**src/rtl/sync_fifo_if.sv**
```systemverilog
// -----------------------------------------------------------------------------
// sync_fifo_if -- handshake/data bundle for sync_fifo.
//
// Parameters
//   DEPTH : number of storage words (sets the width of o_level)
//   DWID  : data width in bits
//
// Signals (directions seen from the FIFO, i.e. the slave modport)
//   i_write      in   write request
//   i_din        in   write data
//   i_read       in   read request
//   i_flush      in   synchronous flush
//   i_clr_err    in   clear sticky error flags
//   o_dout       out  read data
//   o_full       out  level == DEPTH
//   o_afull      out  level >= almost-full threshold
//   o_empty      out  level == 0
//   o_aempty     out  level <= almost-empty threshold
//   o_level      out  current word count
//   o_overflow   out  sticky: a write was rejected while full
//   o_underflow  out  sticky: a read was rejected while empty
//
// Modports
//   master : the FIFO user (drives requests, observes status)
//   slave  : the FIFO itself
// -----------------------------------------------------------------------------
`timescale 1ns/1ps

interface sync_fifo_if #(
    parameter int DEPTH = 16,
    parameter int DWID  = 16
);
    localparam int LW = $clog2(DEPTH + 1);

    logic            i_write;
    logic [DWID-1:0] i_din;
    logic            i_read;
    logic            i_flush;
    logic            i_clr_err;
    logic [DWID-1:0] o_dout;
    logic            o_full;
    logic            o_afull;
    logic            o_empty;
    logic            o_aempty;
    logic [LW-1:0]   o_level;
    logic            o_overflow;
    logic            o_underflow;

    modport master (
        output i_write, i_din, i_read, i_flush, i_clr_err,
        input  o_dout, o_full, o_afull, o_empty, o_aempty, o_level,
               o_overflow, o_underflow
    );

    modport slave (
        input  i_write, i_din, i_read, i_flush, i_clr_err,
        output o_dout, o_full, o_afull, o_empty, o_aempty, o_level,
               o_overflow, o_underflow
    );
endinterface

```
**src/rtl/sync_fifo.sv**
```systemverilog
// -----------------------------------------------------------------------------
// sync_fifo -- single-clock FIFO with registered status flags, sticky
// overflow/underflow errors and a synchronous flush.
//
// Parameters
//   DEPTH      : storage words, any integer >= 2 (not restricted to 2^n)
//   DWID       : data width in bits
//   AFULL_LVL  : o_afull asserts when level >= AFULL_LVL
//   AEMPTY_LVL : o_aempty asserts when level <= AEMPTY_LVL
//
// Ports
//   clk   : rising-edge clock
//   rst_n : asynchronous, active-low reset
//   bus   : sync_fifo_if.slave (requests in, data/status out)
//
// Build option
//   SYNC_FIFO_FWFT_EN : when defined, first-word-fall-through -- o_dout always
//                       shows the head word while non-empty (zero when empty).
//                       When undefined, o_dout is loaded with the popped word
//                       on the edge that accepts a read and holds otherwise.
//                       Level, flags and their latencies are the same in both.
// -----------------------------------------------------------------------------
`timescale 1ns/1ps

module sync_fifo #(
    parameter int DEPTH      = 16,
    parameter int DWID       = 16,
    parameter int AFULL_LVL  = DEPTH - 2,
    parameter int AEMPTY_LVL = 2
) (
    input  logic           clk,
    input  logic           rst_n,
    sync_fifo_if.slave     bus
);
    localparam int AW = $clog2(DEPTH);
    localparam int LW = $clog2(DEPTH + 1);

    // Pointer advance with an explicit wrap, so non power-of-two depths work.
    function automatic logic [AW-1:0] ptr_inc(input logic [AW-1:0] p);
        return (p == AW'(DEPTH - 1)) ? '0 : p + 1'b1;
    endfunction

    logic [DWID-1:0] mem [DEPTH];

    logic [AW-1:0]   wr_ptr_q, wr_ptr_d;
    logic [AW-1:0]   rd_ptr_q, rd_ptr_d;
    logic [LW-1:0]   level_q,  level_d;
    logic            full_q,   full_d;
    logic            afull_q,  afull_d;
    logic            empty_q,  empty_d;
    logic            aempty_q, aempty_d;
    logic            ovf_q,    ovf_d;
    logic            unf_q,    unf_d;
    logic [DWID-1:0] dout_q,   dout_d;

    logic wr_acc;
    logic rd_acc;
    logic wr_en;
    logic rd_en;

    // Acceptance is decided from the registered flags; flush then vetoes any
    // state change caused by an accepted request.
    assign wr_acc = bus.i_write && !full_q;
    assign rd_acc = bus.i_read  && !empty_q;
    assign wr_en  = wr_acc && !bus.i_flush;
    assign rd_en  = rd_acc && !bus.i_flush;

    // NOTE: every always_comb output gets a default first so no path can
    // leave it unassigned and infer a latch.
    always_comb begin
        wr_ptr_d = wr_ptr_q;
        rd_ptr_d = rd_ptr_q;
        level_d  = level_q;

        if (bus.i_flush) begin
            wr_ptr_d = '0;
            rd_ptr_d = '0;
            level_d  = '0;
        end else begin
            if (wr_en) wr_ptr_d = ptr_inc(wr_ptr_q);
            if (rd_en) rd_ptr_d = ptr_inc(rd_ptr_q);
            case ({wr_en, rd_en})
                2'b10:   level_d = level_q + 1'b1;
                2'b01:   level_d = level_q - 1'b1;
                default: level_d = level_q;
            endcase
        end
    end

    // Flags are registered from the next level so they line up with o_level.
    always_comb begin
        full_d   = (level_d == LW'(DEPTH));
        empty_d  = (level_d == '0);
        afull_d  = (int'(level_d) >= AFULL_LVL);
        aempty_d = (int'(level_d) <= AEMPTY_LVL);
    end

    // A fresh error wins over a same-cycle clear; a flushed request is
    // discarded without being treated as an error.
    always_comb begin
        ovf_d = (bus.i_write && full_q  && !bus.i_flush) || (ovf_q && !bus.i_clr_err);
        unf_d = (bus.i_read  && empty_q && !bus.i_flush) || (unf_q && !bus.i_clr_err);
    end

`ifdef SYNC_FIFO_FWFT_EN
    // o_dout tracks the head word that will exist after this edge.
    always_comb begin
        dout_d = dout_q;
        if (bus.i_flush || (level_d == '0)) begin
            dout_d = '0;
        end else if (empty_q) begin
            // Only a write can make an empty FIFO non-empty.
            dout_d = bus.i_din;
        end else if (rd_en) begin
            // With one word left, the new head is the word being written now.
            dout_d = (level_q == LW'(1)) ? bus.i_din : mem[ptr_inc(rd_ptr_q)];
        end
    end
`else
    always_comb begin
        dout_d = dout_q;
        if (rd_en) dout_d = mem[rd_ptr_q];
    end
`endif

    // NOTE: sequential state uses non-blocking assignments so every register
    // samples the pre-edge values regardless of statement order.
    always_ff @(posedge clk or negedge rst_n) begin
        if (!rst_n) begin
            wr_ptr_q <= '0;
            rd_ptr_q <= '0;
            level_q  <= '0;
            full_q   <= 1'b0;
            afull_q  <= 1'b0;
            empty_q  <= 1'b1;
            aempty_q <= 1'b1;
            ovf_q    <= 1'b0;
            unf_q    <= 1'b0;
            dout_q   <= '0;
        end else begin
            wr_ptr_q <= wr_ptr_d;
            rd_ptr_q <= rd_ptr_d;
            level_q  <= level_d;
            full_q   <= full_d;
            afull_q  <= afull_d;
            empty_q  <= empty_d;
            aempty_q <= aempty_d;
            ovf_q    <= ovf_d;
            unf_q    <= unf_d;
            dout_q   <= dout_d;
        end
    end

    // NOTE: the storage array has no reset; pointers and level define which
    // words are valid, so clearing it would only cost a reset tree.
    always_ff @(posedge clk) begin
        if (wr_en) mem[wr_ptr_q] <= bus.i_din;
    end

    assign bus.o_dout      = dout_q;
    assign bus.o_full      = full_q;
    assign bus.o_afull     = afull_q;
    assign bus.o_empty     = empty_q;
    assign bus.o_aempty    = aempty_q;
    assign bus.o_level     = level_q;
    assign bus.o_overflow  = ovf_q;
    assign bus.o_underflow = unf_q;

endmodule

```
**src/flat_wrapper.sv**
```systemverilog
// flat-port wrapper written by rule: the top's interface ports become plain ports
module sync_fifo_flat 
#(
    parameter int DEPTH      = 16,
    parameter int DWID       = 16,
    parameter int AFULL_LVL  = DEPTH - 2,
    parameter int AEMPTY_LVL = 2
)
  (clk, rst_n, bus_i_write, bus_i_din, bus_i_read, bus_i_flush, bus_i_clr_err, bus_o_dout, bus_o_full, bus_o_afull, bus_o_empty, bus_o_aempty, bus_o_level, bus_o_overflow, bus_o_underflow);
  sync_fifo_if #(.DEPTH(DEPTH), .DWID(DWID)) bus_i ();
  input  logic clk;
  input  logic rst_n;
  input wire logic [$bits(bus_i.i_write)-1:0] bus_i_write;
  input wire logic [$bits(bus_i.i_din)-1:0] bus_i_din;
  input wire logic [$bits(bus_i.i_read)-1:0] bus_i_read;
  input wire logic [$bits(bus_i.i_flush)-1:0] bus_i_flush;
  input wire logic [$bits(bus_i.i_clr_err)-1:0] bus_i_clr_err;
  output wire logic [$bits(bus_i.o_dout)-1:0] bus_o_dout;
  output wire logic [$bits(bus_i.o_full)-1:0] bus_o_full;
  output wire logic [$bits(bus_i.o_afull)-1:0] bus_o_afull;
  output wire logic [$bits(bus_i.o_empty)-1:0] bus_o_empty;
  output wire logic [$bits(bus_i.o_aempty)-1:0] bus_o_aempty;
  output wire logic [$bits(bus_i.o_level)-1:0] bus_o_level;
  output wire logic [$bits(bus_i.o_overflow)-1:0] bus_o_overflow;
  output wire logic [$bits(bus_i.o_underflow)-1:0] bus_o_underflow;
  assign bus_i.i_write = bus_i_write;
  assign bus_i.i_din = bus_i_din;
  assign bus_i.i_read = bus_i_read;
  assign bus_i.i_flush = bus_i_flush;
  assign bus_i.i_clr_err = bus_i_clr_err;
  assign bus_o_dout = bus_i.o_dout;
  assign bus_o_full = bus_i.o_full;
  assign bus_o_afull = bus_i.o_afull;
  assign bus_o_empty = bus_i.o_empty;
  assign bus_o_aempty = bus_i.o_aempty;
  assign bus_o_level = bus_i.o_level;
  assign bus_o_overflow = bus_i.o_overflow;
  assign bus_o_underflow = bus_i.o_underflow;
  sync_fifo #(.DEPTH(DEPTH), .DWID(DWID), .AFULL_LVL(AFULL_LVL), .AEMPTY_LVL(AEMPTY_LVL)) u_core (.clk(clk), .rst_n(rst_n), .bus(bus_i));
endmodule
```
**config.mk**
```make
export PLATFORM = sky130hd
export DESIGN_NAME = sync_fifo_flat
export DESIGN_NICKNAME = d
export VERILOG_FILES = /design/src/rtl/sync_fifo_if.sv /design/src/rtl/sync_fifo.sv /design/src/flat_wrapper.sv
export SDC_FILE = /design/constraint.sdc
export NUM_CORES = 1
export LEC_CHECK = 0
export CAP_MARGIN = 30
export CORE_AREA = 2 2 162 164
export DETAILED_ROUTE_END_ITERATION = 8
export DIE_AREA = 0 0 164 166
export PLACE_DENSITY = 0.7
export SYNTH_ARGS = -nofsm -noshare
export SYNTH_HDL_FRONTEND = slang
export SYNTH_SLANG_ARGS = --single-unit
export TNS_END_PERCENT = 20
```
**constraint.sdc**
```tcl
create_clock -name clk -period 7.3 [get_ports clk]
set_clock_uncertainty 0.2 [all_clocks]
set_input_delay 0.73 -clock clk [delete_from_list [all_inputs] [get_ports clk]]
set_output_delay 0.73 -clock clk [all_outputs]
set_load 0.01 [all_outputs]
```
Word-level counts from Yosys, hierarchy flattened
Memories as Yosys holds them, arrays and structs flattened. A register that Yosys moved wholly into a read port is not among the register bits.
Cells that the tools add are included.
W data, S select, Z words.
{"block": "totals", "output_inout_bits": 27, "reg_bits": 19, "ramBits": 256, "inputBits": 22, "elab_cells": 51, "mem_count": 1}
{"block": "op_classes", "n_reduce_logical": 20, "addsub": 4, "muxes": 10, "n_eq_ne": 5, "n_lt_le_gt_ge": 2}
{"memory": "u_core.mem", "depth": 16, "word_bits": 16, "rd": 1, "rd_ports_with_merged_regs": 1, "wr": 1, "line": "sync_fifo.sv:43", "source": "logic [DWID-1:0] mem [DEPTH];"}
{"op": "$mux W4", "count": 6}
{"op": "$logic_and A1 B1 Y1", "count": 10}
{"op": "$pmux W5 S2", "count": 1}
{"op": "$add A4 B1 Y4 const B", "count": 2}
{"op": "$eq A4 B4 Y1 const B", "count": 2}
{"op": "$add A5 B1 Y5 const B", "count": 1}
{"op": "$eq A5 B5 Y1 const B", "count": 1}
{"op": "$ge A5 B4 Y1 const B", "count": 1}
{"op": "$le A5 B2 Y1 const B", "count": 1}
{"op": "$logic_not A1 Y1", "count": 5}
{"op": "$logic_not A5 Y1", "count": 1}
{"op": "$mux W5", "count": 1}
{"op": "$sub A5 B1 Y5 const B", "count": 1}
{"op": "$reduce_bool A2 Y1", "count": 2}
{"op": "$eq A2 B1 Y1 const B", "count": 1}
{"op": "$eq A2 B2 Y1 const B", "count": 1}
{"op": "$logic_or A1 B1 Y1", "count": 2}
{"op": "$mux W1", "count": 2}

Longest topological paths before layout
{"block": "depth", "ltp_word": 7, "mapped_depth": 12, "mapped_depth_nobuf": 11}

Worst setup path before layout
OpenSTA, ideal clock, no wires.
{"block": "synth_timing", "path_type": "in2reg", "startpoint": "input port bus_i_flush", "endpoint": "register u_core.empty_q (netlist: u_core.bus.o_empty)", "setup_slack_ns": 3.731, "path_buffers": 1, "stages": 12, "arrival_ns": 3.269, "path_cell_list": "or3b_1 -> inv_1 -> buf_2 -> nand2_1 -> xnor2_1 -> ha_1 -> a21o_1 -> or3_1 -> or3_4 -> a21oi_4 -> mux2i_1 -> nor4b_1"}
{"block": "synth_via", "elab_chain_len": 6, "word_cells_on_any_way": 8, "cone_classes": "eq/ne: 2; mux: 2; reduce/logical: 4"}
{"item": "start, declared", "line": "flat_wrapper.sv:16", "source": "input wire logic [$bits(bus_i.i_flush)-1:0] bus_i_flush;"}
{"item": "$logic_not A1 Y1", "line": "sync_fifo.sv:65, sync_fifo.sv:66"}
{"item": "$logic_and A1 B1 Y1 (on tied branches)", "line": "sync_fifo.sv:66, sync_fifo.sv:65"}
{"item": "$eq A2 B1 Y1 / $eq A2 B2 Y1 (equally long branches)", "line": "sync_fifo.sv:82", "source": "case ({wr_en, rd_en})"}
{"item": "$pmux W5 S2", "line": "sync_fifo.sv:82"}
{"item": "$mux W5 (*)", "line": "sync_fifo.sv:75", "source": "if (bus.i_flush) begin"}
{"item": "$logic_not A5 Y1 (*)", "line": "sync_fifo.sv:93", "source": "empty_d = (level_d == '0);"}
{"item": "net u_core.empty_d", "line": "sync_fifo.sv:50", "source": "logic empty_q, empty_d;"}
{"item": "end signal, assigned", "line": "sync_fifo.sv:146", "source": "empty_q <= empty_d;"}
{"item": "end, declared", "line": "sync_fifo.sv:50"}
Mark *: on every way through the listed nets, which the timed path passes. The rest lies on a longest branch.
A chain may end at the register's enable or synchronous reset.

Worst setup path after layout
Ends and elaborated chain as after synthesis.

==> summary.md <==
| Metric | Value |
|---|---|
| Die Wd | `roughly 160 um` |
| Area of the core | `~26000 um^2` |
| Pwr dens | `284 nW/um^2` |
| Number of routed nets with antenna violations | `0` |
| Max incr delay on CP | `between 0.7 and 0.8 ns` |
| Clock root buffer | `clkbuf_16` |
| Routed WL | `roughly 24000 um` |
| Peak supply drop | `141 uV` |
| Antenna violations before repair | `1` |
| Mapped Nets | `between 500 and 600` |
| Crit end category | `flip-flop` |
| Clock power share | `38.3%` |
| Critical Path Fanout Max | `21` |
| Reg area | `8570 um^2` |
| Worst setup path class | `primary input to flip-flop` |
| Routed wire per std cell | `24.4 um` |
| Cts repair resizes | `0` |
| Detailed router's first-iteration violation count | `518` |
| Most common flop cell mapped by yosys | `edfxtp_1` |
| Fin nets | `approximately 670` |
| CP startpoint kind | `primary input` |
| Vias in the first global route | `5995` |
| Switching power | `0.833 mW` |
| Final period util | `around two thirds` |
| Die H | `166 um` |
| Number of CTS-inserted buffers | `29` |
| F_max | `~200 MHz` |
| Clock transition at path regs | `0.06 ns` |
| Worst-Margin Slew | `0.925 ns` |
| CTS tree | `built` |
| DRT Pass-1 Iters | `7` |
| Cells along the critical path | `clkdlybuf4s50_1, or3b_1, buf_4, inv_1, nand2_1, xnor2_1, ha_1, a21o_1, or3_1, or3_4, a21oi_4, mux2i_1, nor4b_1` |
| Int Pwr | `2.95 mW` |
| Quantity of hold-fixing buffers added after cts | `0` |
| Final Non-Filler Cells | `about 1000` |
| Final min period | `4.94 ns` |
| Outcome | `finished clean` |
| TNS Setup | `0 ns` |
| RSZ-0062 raised after global routing | `no` |
| DRC viols | `0` |
| Cells after Synth | `566` |
| Max clock buf depth | `3` |
| Share of layout cells above drive strength 1 | `23.9%` |
| Max-cap violations | `0` |
| H-tree depth reported by CTS | `1` |
| Area leader, netlist | `edfxtp_1` |
| Synth top area share | `67.6%` |
| Comb pwr share | `between 10% and 20%` |
| Crit path DAT | `5.17 ns` |
| Die area | `27200 um^2` |
| Largest net degree at the start of global routing | `69` |
| RR Endpoint | `u_core.bus.o_empty` |
| Dpl hpwl | `13800 um` |
| Reg2reg setup slack | `between 3 and 4 ns` |
| Max-slew violations | `0` |
| Starting Density | `44.4%` |
| Antenna cells | `0` |
| Synth area leaders | `edfxtp_1 (68%), mux4_2 (16%), dfrtp_1 (7.3%), nand2_1 (2.2%), nor2_1 (0.79%)` |
| Clock latency on the worst-skew pair | `0.54 ns` |
| Row cnt | `59` |
| Via/cell ratio | `5.74` |
| Clk sinks | `291` |
| I/O pins | `between 40 and 50` |
| Switching share of power | `between 20 and 25%` |
| IO Port Bufs | `48` |
| EDFF count, synth | `256` |
| #FFs+latches synth | `291` |
| Post-synth ARST share | `approximately an eighth` |
| Vias | `5717` |
| GRT Overall Usage | `approximately 18%` |
| # Post-CTS Setup Buffers | `0` |
| # setup viols final | `0` |
| YS warnings | `0` |
| Synth Cell Area | `11400 um^2` |
| Hold Vio Cnt, Final | `0` |
| Area growth from synthesis to layout | `17.2%` |
| # fillers | `1940` |
| Gpl congestion | `around 0.75` |
| Slew HR | `roughly two fifths` |
| R2R Path Start | `u_core.bus.o_empty` |
| Worst reg2reg path depth | `12` |
| Synth unique cells | `39` |
| Global-route wire length before repair | `36700 um` |
| Syn_area_per_cell | `20.1 um^2` |
| Critical-path top delay cell | `clkdlybuf4s50_1` |
| Grt total ovfl | `0` |
| Seq/Total Area, Yosys | `75.3%` |
| HP Class | `primary input to asynchronous set/reset pin` |
| Placed Cells | `942` |
| Share of power burned in registers | `51.2%` |
| Combined area of the multi-input logic cells | `2680 um^2` |
| Leakage power | `4.38 nW` |
| Worst EP required | `7.53 ns` |
area by class of cell:
class	instances	share of cell area, %
clock buffers	37	5.82
flip-flops and latches	291	64.3
repair buffers	70	5.16
clock inverters	16	1.16
well taps	335	3.15
inverters	10	0.282
multi-input cells	237	20.1
worst max-delay path, delay by kind of cell:
family          cells  cell delay (ns)
buf+inv             3             1.68
compound gates      2             0.33
mux                 1             0.37
fa+ha+maj           1             0.19
simple gates        5             1.67
xor+xnor            1             0.17
synth_stat cells, drive strengths merged, types with 3 or more instances:
cell type and n:
mux2i 4, a21o 3, buf 8, nor2 24, or3 3, ha 7, inv 10, clkbuf 20
nor2b 4, mux4 80, o21ai 5, xor2 3, edfxtp 256, a21oi 10, nand2 66, nor3 4
nand2b 4, dfrtp 33
cell families after synthesis:
family                     after synthesis  synth area share, %
AOI/OAI and AO/OA                       27                 1.58
xor gates and xnor gates                 5                0.385
adders and majority gates                7                0.770
buffers and inverters                   38                 1.32
DFF                                    291                 75.3
muxes                                   84                 16.2
and+or+nand+nor                        114                 4.44
worst max path at each step:
| stage | slack, ns | endpoint | start |
|---|---|---|---|
| 2_1_floorplan | 3.73 | u_core.bus.o_empty | bus_i_flush |
| 3_3_place_gp | 2.09 | u_core.bus.o_empty | bus_i_flush |
| 3_5_place_dp | 1.91 | u_core.bus.o_empty | bus_i_flush |
| 4_1_cts | 2.46 | u_core.bus.o_empty | bus_i_flush |
| 5_1_grt | 2.14 | u_core.bus.o_empty | bus_i_flush |
| 6_report | 2.36 | u_core.bus.o_empty | bus_i_flush |
metrics by stage:
stage / total power, mW / hold WS, ns / setup slack, ns / area [um^2] / utilization, %
global placement: 2.35 / 0.268 / 2.09 / 12300 / 48.1
global route: 3.91 / 0.156 / 2.14 / 13300 / 52.0
finish: 3.78 / 0.106 / 2.36 / 13300 / 52.0
detailed placement: 2.37 / 0.270 / 1.91 / 12400 / 48.3
floorplan: 2.17 / 0.234 / 3.73 / 11400 / -
CTS: 3.81 / 0.123 / 2.46 / 13300 / 51.9
registers in the layout, indices dropped and copies added, names as in the netlist:
| name | cells |
|---|---|
| u_core.bus.o_overflow | 1 |
| u_core.bus.o_level | 5 |
| u_core.wr_ptr_q | 4 |
| u_core.bus.o_underflow | 1 |
| u_core.bus.o_aempty | 1 |
| u_core.bus.o_empty | 1 |
| u_core.bus.o_full | 1 |
| u_core.mem | 256 |
| u_core.rd_ptr_q | 4 |
| u_core.bus.o_dout | 16 |
| u_core.bus.o_afull | 1 |
per-layer routing:
metal	global-route usage, %	routed length, um	up-vias	part of all wire (%)
met5	0	16	-	0.066
met4	5.00	425	2	1.7
met3	3.12	1600	39	6.6
met2	31.1	12700	234	52
met1	24.9	9600	3038	39
li1	-	-	2404	-
cell usage in the layout, fill, tap and decap left out, types with 3 or more instances in the layout:
cell type / synthesis / layout
a21o_1: 3 / 3
a21oi_1: 9 / 9
buf_4: 0 / 19
bufinv_16: 0 / 3
clkbuf_1: 20 / 6
clkbuf_16: 0 / 29
clkdlybuf4s50_1: 0 / 47
clkinv_1: 0 / 5
clkinv_2: 0 / 6
dfrtp_1: 33 / 30
edfxtp_1: 256 / 256
ha_1: 7 / 7
inv_1: 10 / 10
mux2i_1: 4 / 4
mux4_2: 80 / 80
nand2_1: 66 / 66
nand2b_1: 4 / 4
nor2_1: 24 / 24
nor2b_1: 4 / 4
nor3_2: 0 / 4
o21ai_0: 5 / 5
xor2_1: 3 / 3
power groups by stage:
stage / sequential (mW) / combinational (mW) / clock [mW]
6_report: 1.94 / 0.398 / 1.45
5_1_grt: 1.94 / 0.432 / 1.53
4_1_cts: 1.94 / 0.403 / 1.47
3_5_place_dp: 1.97 / 0.401 / 0
3_3_place_gp: 1.97 / 0.385 / 0
2_1_floorplan: 1.97 / 0.200 / 0
No activity file was read; power rests on OpenSTA's default activity.
